**src/rtl/seg7_scan.sv**
```systemverilog
// Multiplexed 4-digit seven-segment scanner with per-slot blanking, frame-boundary data
// latching, per-digit decimal points and optional leading-zero suppression.
module seg7_scan #(
  parameter int unsigned CLKFREQ          = 27000000,
  parameter int unsigned SCAN_HZ          = 1000,
  parameter int unsigned BLANK_CYCLES     = 64,
  parameter bit          DIGIT_ACTIVE_LOW = 1'b1,
  parameter bit          SEG_ACTIVE_LOW   = 1'b1
) (
  input  logic        clk,
  input  logic        rst,
  input  logic [15:0] dat,
  input  logic [3:0]  dp_in,
  input  logic        lz_en,
  input  logic        enable,
  output logic [3:0]  digits,
  output logic [7:0]  segments,
  output logic        frame_tick
);

  localparam int unsigned DIV = CLKFREQ / SCAN_HZ;
  localparam int unsigned SW  = (DIV > 1) ? $clog2(DIV) : 1;
  localparam logic [SW-1:0] SLOT_LAST = SW'(DIV - 1);
  localparam logic [SW-1:0] BLANK_END = SW'(BLANK_CYCLES);

  if (DIV < BLANK_CYCLES + 2) begin : gen_bad_params
    $error("seg7_scan: CLKFREQ/SCAN_HZ must be at least BLANK_CYCLES+2");
  end

  logic [SW-1:0] slot_cnt_q;
  logic [1:0]    idx_q;
  logic [15:0]   dat_q;
  logic [3:0]    dp_q;
  logic          frame_tick_q;
  logic [3:0]    digits_q;
  logic [7:0]    segments_q;

  logic          slot_last;
  logic          frame_wrap;
  logic [3:0]    nib;
  logic [6:0]    pat;
  logic          sup;
  logic          show;
  logic [3:0]    dig_hi;
  logic [7:0]    seg_hi;

  assign slot_last  = (slot_cnt_q == SLOT_LAST);
  assign frame_wrap = slot_last && (idx_q == 2'd3);
  assign nib        = dat_q[{idx_q, 2'b00} +: 4];

  always_comb begin
    pat = 7'h00;
    unique case (nib)
      4'h0: pat = 7'h3F;
      4'h1: pat = 7'h06;
      4'h2: pat = 7'h5B;
      4'h3: pat = 7'h4F;
      4'h4: pat = 7'h66;
      4'h5: pat = 7'h6D;
      4'h6: pat = 7'h7D;
      4'h7: pat = 7'h07;
      4'h8: pat = 7'h7F;
      4'h9: pat = 7'h6F;
      4'hA: pat = 7'h77;
      4'hB: pat = 7'h7C;
      4'hC: pat = 7'h39;
      4'hD: pat = 7'h5E;
      4'hE: pat = 7'h79;
      4'hF: pat = 7'h71;
      default: pat = 7'h00;
    endcase
  end

  // A digit is a leading zero when it and every more significant nibble are zero.
  always_comb begin
    sup = 1'b0;
    unique case (idx_q)
      2'd0: sup = 1'b0;
      2'd1: sup = (dat_q[15:4] == 12'h000);
      2'd2: sup = (dat_q[15:8] == 8'h00);
      2'd3: sup = (dat_q[15:12] == 4'h0);
      default: sup = 1'b0;
    endcase
    sup = sup && lz_en;
  end

  always_comb begin
    show   = enable && (slot_cnt_q >= BLANK_END) && (!sup || dp_q[idx_q]);
    dig_hi = 4'h0;
    seg_hi = 8'h00;
    if (show) begin
      dig_hi = 4'b0001 << idx_q;
      seg_hi = {dp_q[idx_q], sup ? 7'h00 : pat};
    end
  end

  always_ff @(posedge clk) begin
    if (rst) begin
      slot_cnt_q   <= '0;
      idx_q        <= 2'd0;
      dat_q        <= 16'h0000;
      dp_q         <= 4'h0;
      frame_tick_q <= 1'b0;
      digits_q     <= {4{DIGIT_ACTIVE_LOW}};
      segments_q   <= {8{SEG_ACTIVE_LOW}};
    end else begin
      slot_cnt_q   <= slot_last ? '0 : slot_cnt_q + 1'b1;
      if (slot_last) idx_q <= idx_q + 2'd1;
      if (frame_wrap) begin
        dat_q <= dat;
        dp_q  <= dp_in;
      end
      frame_tick_q <= frame_wrap;
      digits_q     <= dig_hi ^ {4{DIGIT_ACTIVE_LOW}};
      segments_q   <= seg_hi ^ {8{SEG_ACTIVE_LOW}};
    end
  end

  assign digits     = digits_q;
  assign segments   = segments_q;
  assign frame_tick = frame_tick_q;

endmodule

```
**config.mk**
```make
export PLATFORM = sky130hd
export DESIGN_NAME = seg7_scan
export DESIGN_NICKNAME = d
export VERILOG_FILES = /design/src/rtl/seg7_scan.sv
export SDC_FILE = /design/constraint.sdc
export NUM_CORES = 1
export LEC_CHECK = 0
export CAP_MARGIN = 10
export CORE_MARGIN = 1
export CORE_UTILIZATION = 39
export CTS_BUF_LIST = sky130_fd_sc_hd__clkbuf_8
export DETAILED_ROUTE_END_ITERATION = 6
export GPL_ROUTABILITY_DRIVEN = 1
export PLACE_DENSITY = 0.61
export SLEW_MARGIN = 20
export SYNTH_ARGS = -nofsm -noshare
export SYNTH_HDL_FRONTEND = slang
export SYNTH_SLANG_ARGS = --single-unit
```
**constraint.sdc**
```tcl
create_clock -name clk -period 5 [get_ports clk]
set_clock_uncertainty 0.15 [all_clocks]
set_input_delay 0.75 -clock clk [delete_from_list [all_inputs] [get_ports clk]]
set_output_delay 0.75 -clock clk [all_outputs]
set_load 0.02 [all_outputs]
```
### Yosys cells after proc, flatten, opt, wreduce, memory -nomap -nowiden

Memories as Yosys holds them, arrays and structs flattened.
Index checks and enable logic that the tools add are counted.

* register bits after elaboration: 50
* bits in read-only memories: 112
* bits of input ports: 24
* word-level logic and storage cells: 37
* memories: 1

Memory list
* (name not given): words 16, bits a word 7, rd ports 1, clocked after Yosys merged registers in 0, write ports 0, line 53 `unique case (nib)`

* add/subtract/negate cells: 2
* $lt $le $gt $ge: 2
* eq/ne operators: 4
* shift operators: 2
* multiplexer cells: 6
* bitwise gates (word level): 2
* reductions and logical operators: 11

Operators by type and width (number)
* $shiftx 16x5->4: 1
* $add 15x1->15 const B: 1
* $eq 15x15->1 const B: 1
* $ge 15x7->1 const B: 1
* $logic_not 12->1: 1
* $logic_not 8->1: 1
* $mux 8: 1
* $not 8->8: 1
* $mux 7: 1
* $eq 2x2->1 const B: 2
* $logic_and 1x1->1: 4
* $logic_not 4->1: 1
* $mux 4: 1
* $not 4->4: 1
* $pmux 1 s4: 1
* $shl 1x2->4 const A: 1
* $lt 2x3->1 const B: 1
* $add 2x1->2 const B: 1
* $bmux 1 s2: 1
* $eq 2x1->1 const B: 1
* $logic_not 2->1: 1
* $reduce_or 2->1: 1
* $logic_not 1->1: 1
* $logic_or 1x1->1: 1
* $mux 1: 1

### Longest topological paths before layout

Gate-level depths: netlist of the first run.

* depth after elaboration: 8
* depth in mapped cells: 7
* mapped depth without buffers: 6

### Worst setup path before layout of the first run

OpenSTA, ideal clock, no wires.

* path kind: flip-flop to flip-flop
* from: register slot_cnt_q[9]
* to: register dat_q[0]
* data arrival time: 1793 ps
* data required time: 4718 ps
* path slack: 2925 ps
* cell stages (with the launch flop): 6
* clock period less this slack: 2075 ps
* path through: dfxtp_1 or4_4 or4_4 buf_6 o21ai_1 a21oi_1

* longest elaborated chain between the ends: 2

Ends and longest elaborated chain
* start: declaration: line 30 `logic [SW-1:0] slot_cnt_q;`
* start signal: assignment: line 107 `slot_cnt_q <= slot_last ? '0 : slot_cnt_q + 1'b1;`
* $eq 15x15->1: line 47 `assign slot_last = (slot_cnt_q == SLOT_LAST);`
* $logic_and 1x1->1: line 48 `assign frame_wrap = slot_last && (idx_q == 2'd3);`
* end signal: assignment: line 110 `dat_q <= dat;`
* end: declaration: line 32 `logic [15:0] dat_q;`

Every way passes these cells.
A chain may end at the register's enable or synchronous reset.

### Worst setup path after layout of the first run

* from: register idx_q[0]
* to: register dat_q[13]

* longest elaborated chain between the ends: 2

Ends and longest elaborated chain
* start: declaration: line 31 `logic [1:0] idx_q;`
* start signal: assignment: line 108 `if (slot_last) idx_q <= idx_q + 2'd1;`
* $eq 2x2->1: line 48
* $logic_and 1x1->1: line 48

Every way passes these cells.

==> results of run 1 <==
## kinds of logic (layout without fill, tap and decap cells)
| kind of cell | after synthesis | in the layout | synth area share |
|---|---|---|---|
| flip-flops | 50 | 50 | 0.4219 |
| AO/OA/AOI/OAI | 58 | 58 | 0.1461 |
| AND/OR/NAND/NOR | 91 | 91 | 0.2015 |
| adder cells (fa/ha/maj) | 13 | 13 | 0.06857 |
| buffers and inverters | 29 | 58 | 0.05802 |
| XOR/XNOR | 13 | 13 | 0.04800 |
| multiplexers | 7 | 7 | 0.05591 |
## flip-flops by register name, indices dropped and copies added (netlist names)
signal / flops
slot_cnt_q: 15
segments: 8
frame_tick: 1
idx_q: 2
digits: 4
dp_q: 4
dat_q: 16
## critical path: cells and delay by family, from the launching register on
family | cells | cell delay, ns
adders and majority gates | 1 | 0.80
DFF | 1 | 0.63
buffers and inverters | 1 | 0.58
AOI/OAI and AO/OA | 2 | 0.34
## power breakdown
group / internal [mW] / switching, mW / total [mW]
clock: 0.153 / 0.143 / 0.296
sequential: 0.400 / 0.00264 / 0.403
combinational: 0.0181 / 0.00916 / 0.0272
## final cells by class
class	instances	area, µm²	share of cell area
Inverter	13	48.80	0.01703
Clock buffer	5	68.82	0.02402
Sequential cell	50	1001	0.3493
Tap cell	75	93.84	0.03275
Timing Repair Buffer	37	371.6	0.1297
Clock inverter	3	47.55	0.01659
Multi-Input combinational cell	182	1234	0.4306
## layer usage
layer | vias to the layer above | wire length, µm | share of wire | global-route usage
met5 | - | 0 | 0 | 0
met2 | 39 | 2015 | 0.42 | 0.2359
met3 | 6 | 165 | 0.035 | 0.03886
met1 | 873 | 2522 | 0.53 | 0.2321
li1 | 983 | - | - | -
met4 | 0 | 54 | 0.011 | 0.04286
## cells in the mapped netlist (all sizes together) (4+ instances only)
cell type / count
a21oi: 23
buf: 8
clkbuf: 8
dfxtp: 50
ha: 13
inv: 13
mux4: 5
nand2: 9
nand3: 33
nand4: 4
nor2: 22
nor3: 5
nor4: 5
o21ai: 20
or4: 4
xnor2: 11
## cells in the final DEF, fill, tap and decap left out, drive strengths merged, types with 2 or more instances in the layout
| master | Yosys | layout |
|---|---|---|
| dfxtp | 50 | 50 |
| clkdlybuf4s50 | 0 | 36 |
| nand3 | 33 | 33 |
| a21oi | 23 | 23 |
| nor2 | 22 | 22 |
| o21ai | 20 | 20 |
| inv | 13 | 15 |
| ha | 13 | 13 |
| xnor2 | 11 | 11 |
| nand2 | 9 | 9 |
| mux4 | 5 | 5 |
| nor3 | 5 | 5 |
| clkbuf | 8 | 5 |
| nor4 | 5 | 5 |
| nand4 | 4 | 4 |
| or4 | 4 | 4 |
| o211ai | 3 | 3 |
| nand3b | 3 | 3 |
| nor2b | 2 | 2 |
| o21a | 2 | 2 |
| mux2i | 2 | 2 |
| and3 | 2 | 2 |
| xor2 | 2 | 2 |
## through the flow
step	worst slack (ns)	utilization	instances	instance area (µm²)	total power [mW]
after global routing	2.069	0.4868	365	2865	0.7523
after detailed placement	2.072	0.4651	356	2738	0.4391
after CTS	2.256	0.4849	364	2854	0.7331
after floorplan	2.925	-	261	2372	0.4193
after global placement	2.098	0.4651	356	2738	0.4388
final	2.340	0.4868	365	2865	0.7261
## worst max path at each step
| stage | from | end | slack (ns) | depth (start not counted) |
|---|---|---|---|---|
| after floorplan | slot_cnt_q[9] | dat_q[0] | 2.93 | 5 |
| after CTS | idx_q[0] | dat_q[13] | 2.26 | 4 |
| final | idx_q[0] | dat_q[13] | 2.34 | 4 |
| after global routing | idx_q[0] | dat_q[15] | 2.07 | 4 |
| after detailed placement | rst | segments[2] | 2.07 | 5 |
| after global placement | rst | segments[2] | 2.10 | 5 |
==> flow_summary.yaml, run 1 <==
floorplan:
  ios: 37
  start_util: 0.4031
  die_y_um: 79.99
  die_x_um: 79.99
  dieArea_mm2: 0.006398
  coreArea_mm2: 0.005886
  rows: 28
global_routing:
  grt_pass1_vias: 1688
  grt_max_degree: 25
  track_usage: 0.1605
  grt_overflow_total: 0
  grt_pass1_wl_um: 8031
  antenna_found_initial: 0
detailed_routing:
  ant_nets: 0
  drtIter0Drc: 58
  via_per_inst: 5.208
  drt_wl_total_um: 4757
  vias: 1901
  wire_per_inst_um: 13.03
  dr.pass1.iters: 6
  drc_errors: 0
yosys:
  syn-num-nets: 298
  synth_area_leaders: "dfxtp_1 42%, nand3_1 7.0%, ha_1 6.9%"
  synth_ff_type: "dfxtp_1"
  ys_seq_area_frac: 0.4219
  synth_top_area_frac: 0.4219
  yosys_warnings: 0
  ys_ff_latch: 50
  synthArstFlopShare: 0
  yosysUniqueCellTypes: 40
  yosys.area.top_type: "dfxtp_1"
  synth_area_mm2: 0.002372
  syn_area_per_cell_um2: 9.089
  synth_edf_count: 0
  syn-instance-count: 261
clock_network:
  cts_tree: "built"
  cts_max_path_buffers: 2
  numClockSinks: 50
  cts.htree.levels: 2
  post_cts_buffers: 0
  holdBufCountCts: 0
  clock_latency_ns: 0.31
  path_clk_slew_ns: 0.10
  cts_buffers: 5
  cts_resized: 0
  root_buffer: "clkbuf_8"
power_and_ir_drop:
  ir_worst_vdd_uv: 140.9
  power_density_mw_per_mm2: 253.4
  leakagePower_nw: 0.9274
timing:
  tightest_slew_ns: 0.8868
  period_needed_ns: 2.660
  timing.fmax_mhz: 376.0
  slew_violations: 0
  finalSetupViolations: 0
  hold_viol_final: 0
  slew_headroom: 0.4069
  hold_ws_ns: 0.3192
  rsz0062_at_grt: "no"
  fin_setup_tns_ns: 0
  post-route-period-util: 0.5319
min_path:
  hp-class: "register to register"
  worstHoldPathCells: 2
  min_to: "dp_q[2]"
  worstHoldStart: "dp_q[2]"
run_status:
  status: "complete, no violations"
finish:
  filler_cell_count: 583
  layout-drive-gt1-share: 0.07241
  area_delta_synth_final_pct: 20.78
  nets: 326
  n_antenna_cell: 0
critical_path:
  required_ns: 5.01
  worstSetupPathType: "register to register"
  crit_chain: "ha_1, inv_1, o21ai_1, a21oi_1"
  cp-end-kind: "register"
  startpoint_type: "register"
  rr_endpoint: "dat_q[13]"
  r2r_start: "idx_q[0]"
  cp_slowest_cell: "ha_1"
  max_stage_delay_ns: 0.80
  r2r_slack_ns: 2.34
  cp_max_fo: 24
  arrival_ns: 2.67
  ff2ff_path_depth: 4
placed_design:
  dp_hpwl_um: 3313
  port_buffers: 36
  gp_congestion: 0.7517
flow_run:
  maxCapViolCount: 0
Power figures use the tool's default switching activity.
==> run 2: changes to the inputs <==
--- a/config.mk
+++ b/config.mk
@@ -11,7 +11,7 @@
 export CTS_BUF_LIST = sky130_fd_sc_hd__clkbuf_8
 export DETAILED_ROUTE_END_ITERATION = 6
 export GPL_ROUTABILITY_DRIVEN = 1
-export PLACE_DENSITY = 0.61
+export PLACE_DENSITY = 0.63
 export SLEW_MARGIN = 20
 export SYNTH_ARGS = -nofsm -noshare
 export SYNTH_HDL_FRONTEND = slang
==> constraint.sdc (replaced) <==
create_clock -name clk -period 2.2 [get_ports clk]
set_clock_uncertainty 0.15 [all_clocks]
set_input_delay 0.33 -clock clk [delete_from_list [all_inputs] [get_ports clk]]
set_output_delay 0.33 -clock clk [all_outputs]
set_load 0.02 [all_outputs]
==> run 2 against run 1 <==
Against the previous run: via count rose by 3.6%; sequential share of layout area fell by 1.1 points; setup slack got worse by 2.2 ns; combinational power rose to 2.6 times the previous value; register-to-register slack got worse by 2.2 ns; non-clock buffer count rose by 15; total power rose by 100%.
==> flow_summary.yaml, run 2 (synthesis gave the netlist of run 1 again) <==
power_and_ir_drop:
  leakagePower_nw: 0.9922
  power_density_mw_per_mm2: 501.0
  p_int_mw: 1.169
  switchingPower_mw: 0.3181
  seqPwrFrac: 0.614
  p_comb_frac: 0.047
  ir_worst_vdd_uv: 254.1
  total_power_mw: 1.487
  clockPowerShare: 0.339
  power.share.switching: 0.2140
detailed_routing:
  via_per_inst: 5.198
  vias: 1970
  drt_wl_total_um: 5149
  drc_errors: 0
  wire_per_inst_um: 13.59
  dr.pass1.iters: 4
  drtIter0Drc: 76
  ant_nets: 0
critical_path:
  ff2ff_path_depth: 5
  required_ns: 2.24
  max_stage_delay_ns: 0.52
  crit_chain: "or4_4, or4_4, buf_12, o21ai_1, a21oi_1"
  r2r_slack_ns: 0.15
  arrival_ns: 2.09
  cp_slowest_cell: "or4_4"
  r2r_start: "slot_cnt_q[12]"
  worstSetupPathType: "register to register"
  worst_path_most_repeated_cell: "or4_4"
  cp-end-kind: "register"
  startpoint_type: "register"
  rr_endpoint: "dat_q[2]"
  cp_max_fo: 13
flow_run:
  maxCapViolCount: 0
floorplan:
  die_y_um: 79.99
  die_x_um: 79.99
  ios: 37
  dieArea_mm2: 0.006398
  coreArea_mm2: 0.005886
  start_util: 0.4031
  rows: 28
clock_network:
  cts_resized: 0
  cts_max_path_buffers: 2
  cts_tree: "built"
  clock_latency_ns: 0.30
  cts.htree.levels: 2
  holdBufCountCts: 0
  path_clk_slew_ns: 0.09
  post_cts_buffers: 0
  numClockSinks: 50
  root_buffer: "clkbuf_8"
  cts_buffers: 5
placed_design:
  dp_hpwl_um: 3867
  dp_slack_ns: 0.07220
  port_buffers: 36
  gp_congestion: 0.8237
finish:
  final_common_cell: "dfxtp_1"
  regMostFlops: "dat_q"
  area_delta_synth_final_pct: 25.11
  largest_register_ffs: 16
  n_antenna_cell: 0
  nets: 341
  final_cell_mix: "48 x dfxtp_1, 36 x clkdlybuf4s50_1, 33 x nand3_1"
  layout-drive-gt1-share: 0.1217
timing:
  setup_ws_ns: 0.1500
  post-route-period-util: 0.9318
  rsz0062_at_grt: "no"
  fin_setup_tns_ns: 0
  timing.fmax_mhz: 487.8
  period_needed_ns: 2.050
  finalSetupViolations: 0
  slew_headroom: 0.5744
  hold_viol_final: 0
  tightest_slew_ns: 0.6376
  slew_violations: 0
global_routing:
  grt_pass1_wl_um: 8735
  grt_max_degree: 24
  grt_overflow_total: 0
  grt_pass1_vias: 1908
  track_usage: 0.1754
  antenna_found_initial: 0
min_path:
  worstHoldStart: "dp_q[2]"
  min_to: "dp_q[2]"
  hp-class: "register to register"
  worstHoldPathCells: 2
run_status:
  status: "complete, no violations"
## run 2: cell type report
class / instances / area (µm²)
fillers: 560 / 2918
multi-input cells: 182 / 1236
flip-flops and latches: 50 / 1003
repair buffers: 52 / 505.5
well taps: 75 / 93.84
clock buffers: 5 / 68.82
inverters: 13 / 48.80
clock inverters: 2 / 11.26
## run 2: worst max-delay path by stage
stage,end,slack [ns],startpoint
3_5_place_dp,dat_q[2],0.07,slot_cnt_q[12]
3_3_place_gp,dat_q[1],0.12,slot_cnt_q[12]
2_1_floorplan,dat_q[0],0.13,slot_cnt_q[9]
4_1_cts,dat_q[2],0.03,slot_cnt_q[12]
5_1_grt,dat_q[12],0.07,slot_cnt_q[12]
6_report,dat_q[2],0.15,slot_cnt_q[12]
## run 2: per-stage QoR
stage / cells / utilization / cell area [µm²] / hold WS [ns]
detailed placement: 372 / 0.4898 / 2883 / 0.3133
floorplan: 261 / - / 2372 / 0.2491
global placement: 372 / 0.4898 / 2883 / 0.3119
finish: 379 / 0.5043 / 2968 / 0.3299
global route: 379 / 0.5043 / 2968 / 0.3461
CTS: 379 / 0.5034 / 2963 / 0.3234
## run 2: routing by layer
metal  track usage  vias to the layer above  routed length (µm)
met4       0.06250                        0                 106
li1              -                     1007                   -
met1        0.2154                      915                2323
met5             0                        -                   0
met3       0.04343                       11                 191
met2        0.2957                       37                2529
## run 2: critical path: cells and delay by family (launching register included)
kind / cells / cell delay, ns
AO/OA/AOI/OAI: 2 / 0.24
buffers and inverters: 1 / 0.18
flip-flops: 1 / 0.34
AND/OR/NAND/NOR: 2 / 1.03
## run 2: power groups by stage
stage / clock network (mW) / logic [mW] / registers (mW)
floorplan: 0 / 0.0184 / 0.934
CTS: 0.517 / 0.0709 / 0.913
finish: 0.503 / 0.0701 / 0.913
detailed placement: 0 / 0.0704 / 0.934
global route: 0.559 / 0.0769 / 0.915
global placement: 0 / 0.0698 / 0.934
==> run 3: changes to the inputs <==
--- a/config.mk
+++ b/config.mk
@@ -6,9 +6,9 @@
 export NUM_CORES = 1
 export LEC_CHECK = 0
 export CAP_MARGIN = 10
-export CORE_MARGIN = 1
 export CORE_UTILIZATION = 39
 export CTS_BUF_LIST = sky130_fd_sc_hd__clkbuf_8
+export CTS_CLUSTER_SIZE = 8
 export DETAILED_ROUTE_END_ITERATION = 6
 export GPL_ROUTABILITY_DRIVEN = 1
 export PLACE_DENSITY = 0.63
==> results of run 3 <==
Final layout, timing and power as in run 2 (identical DEF).
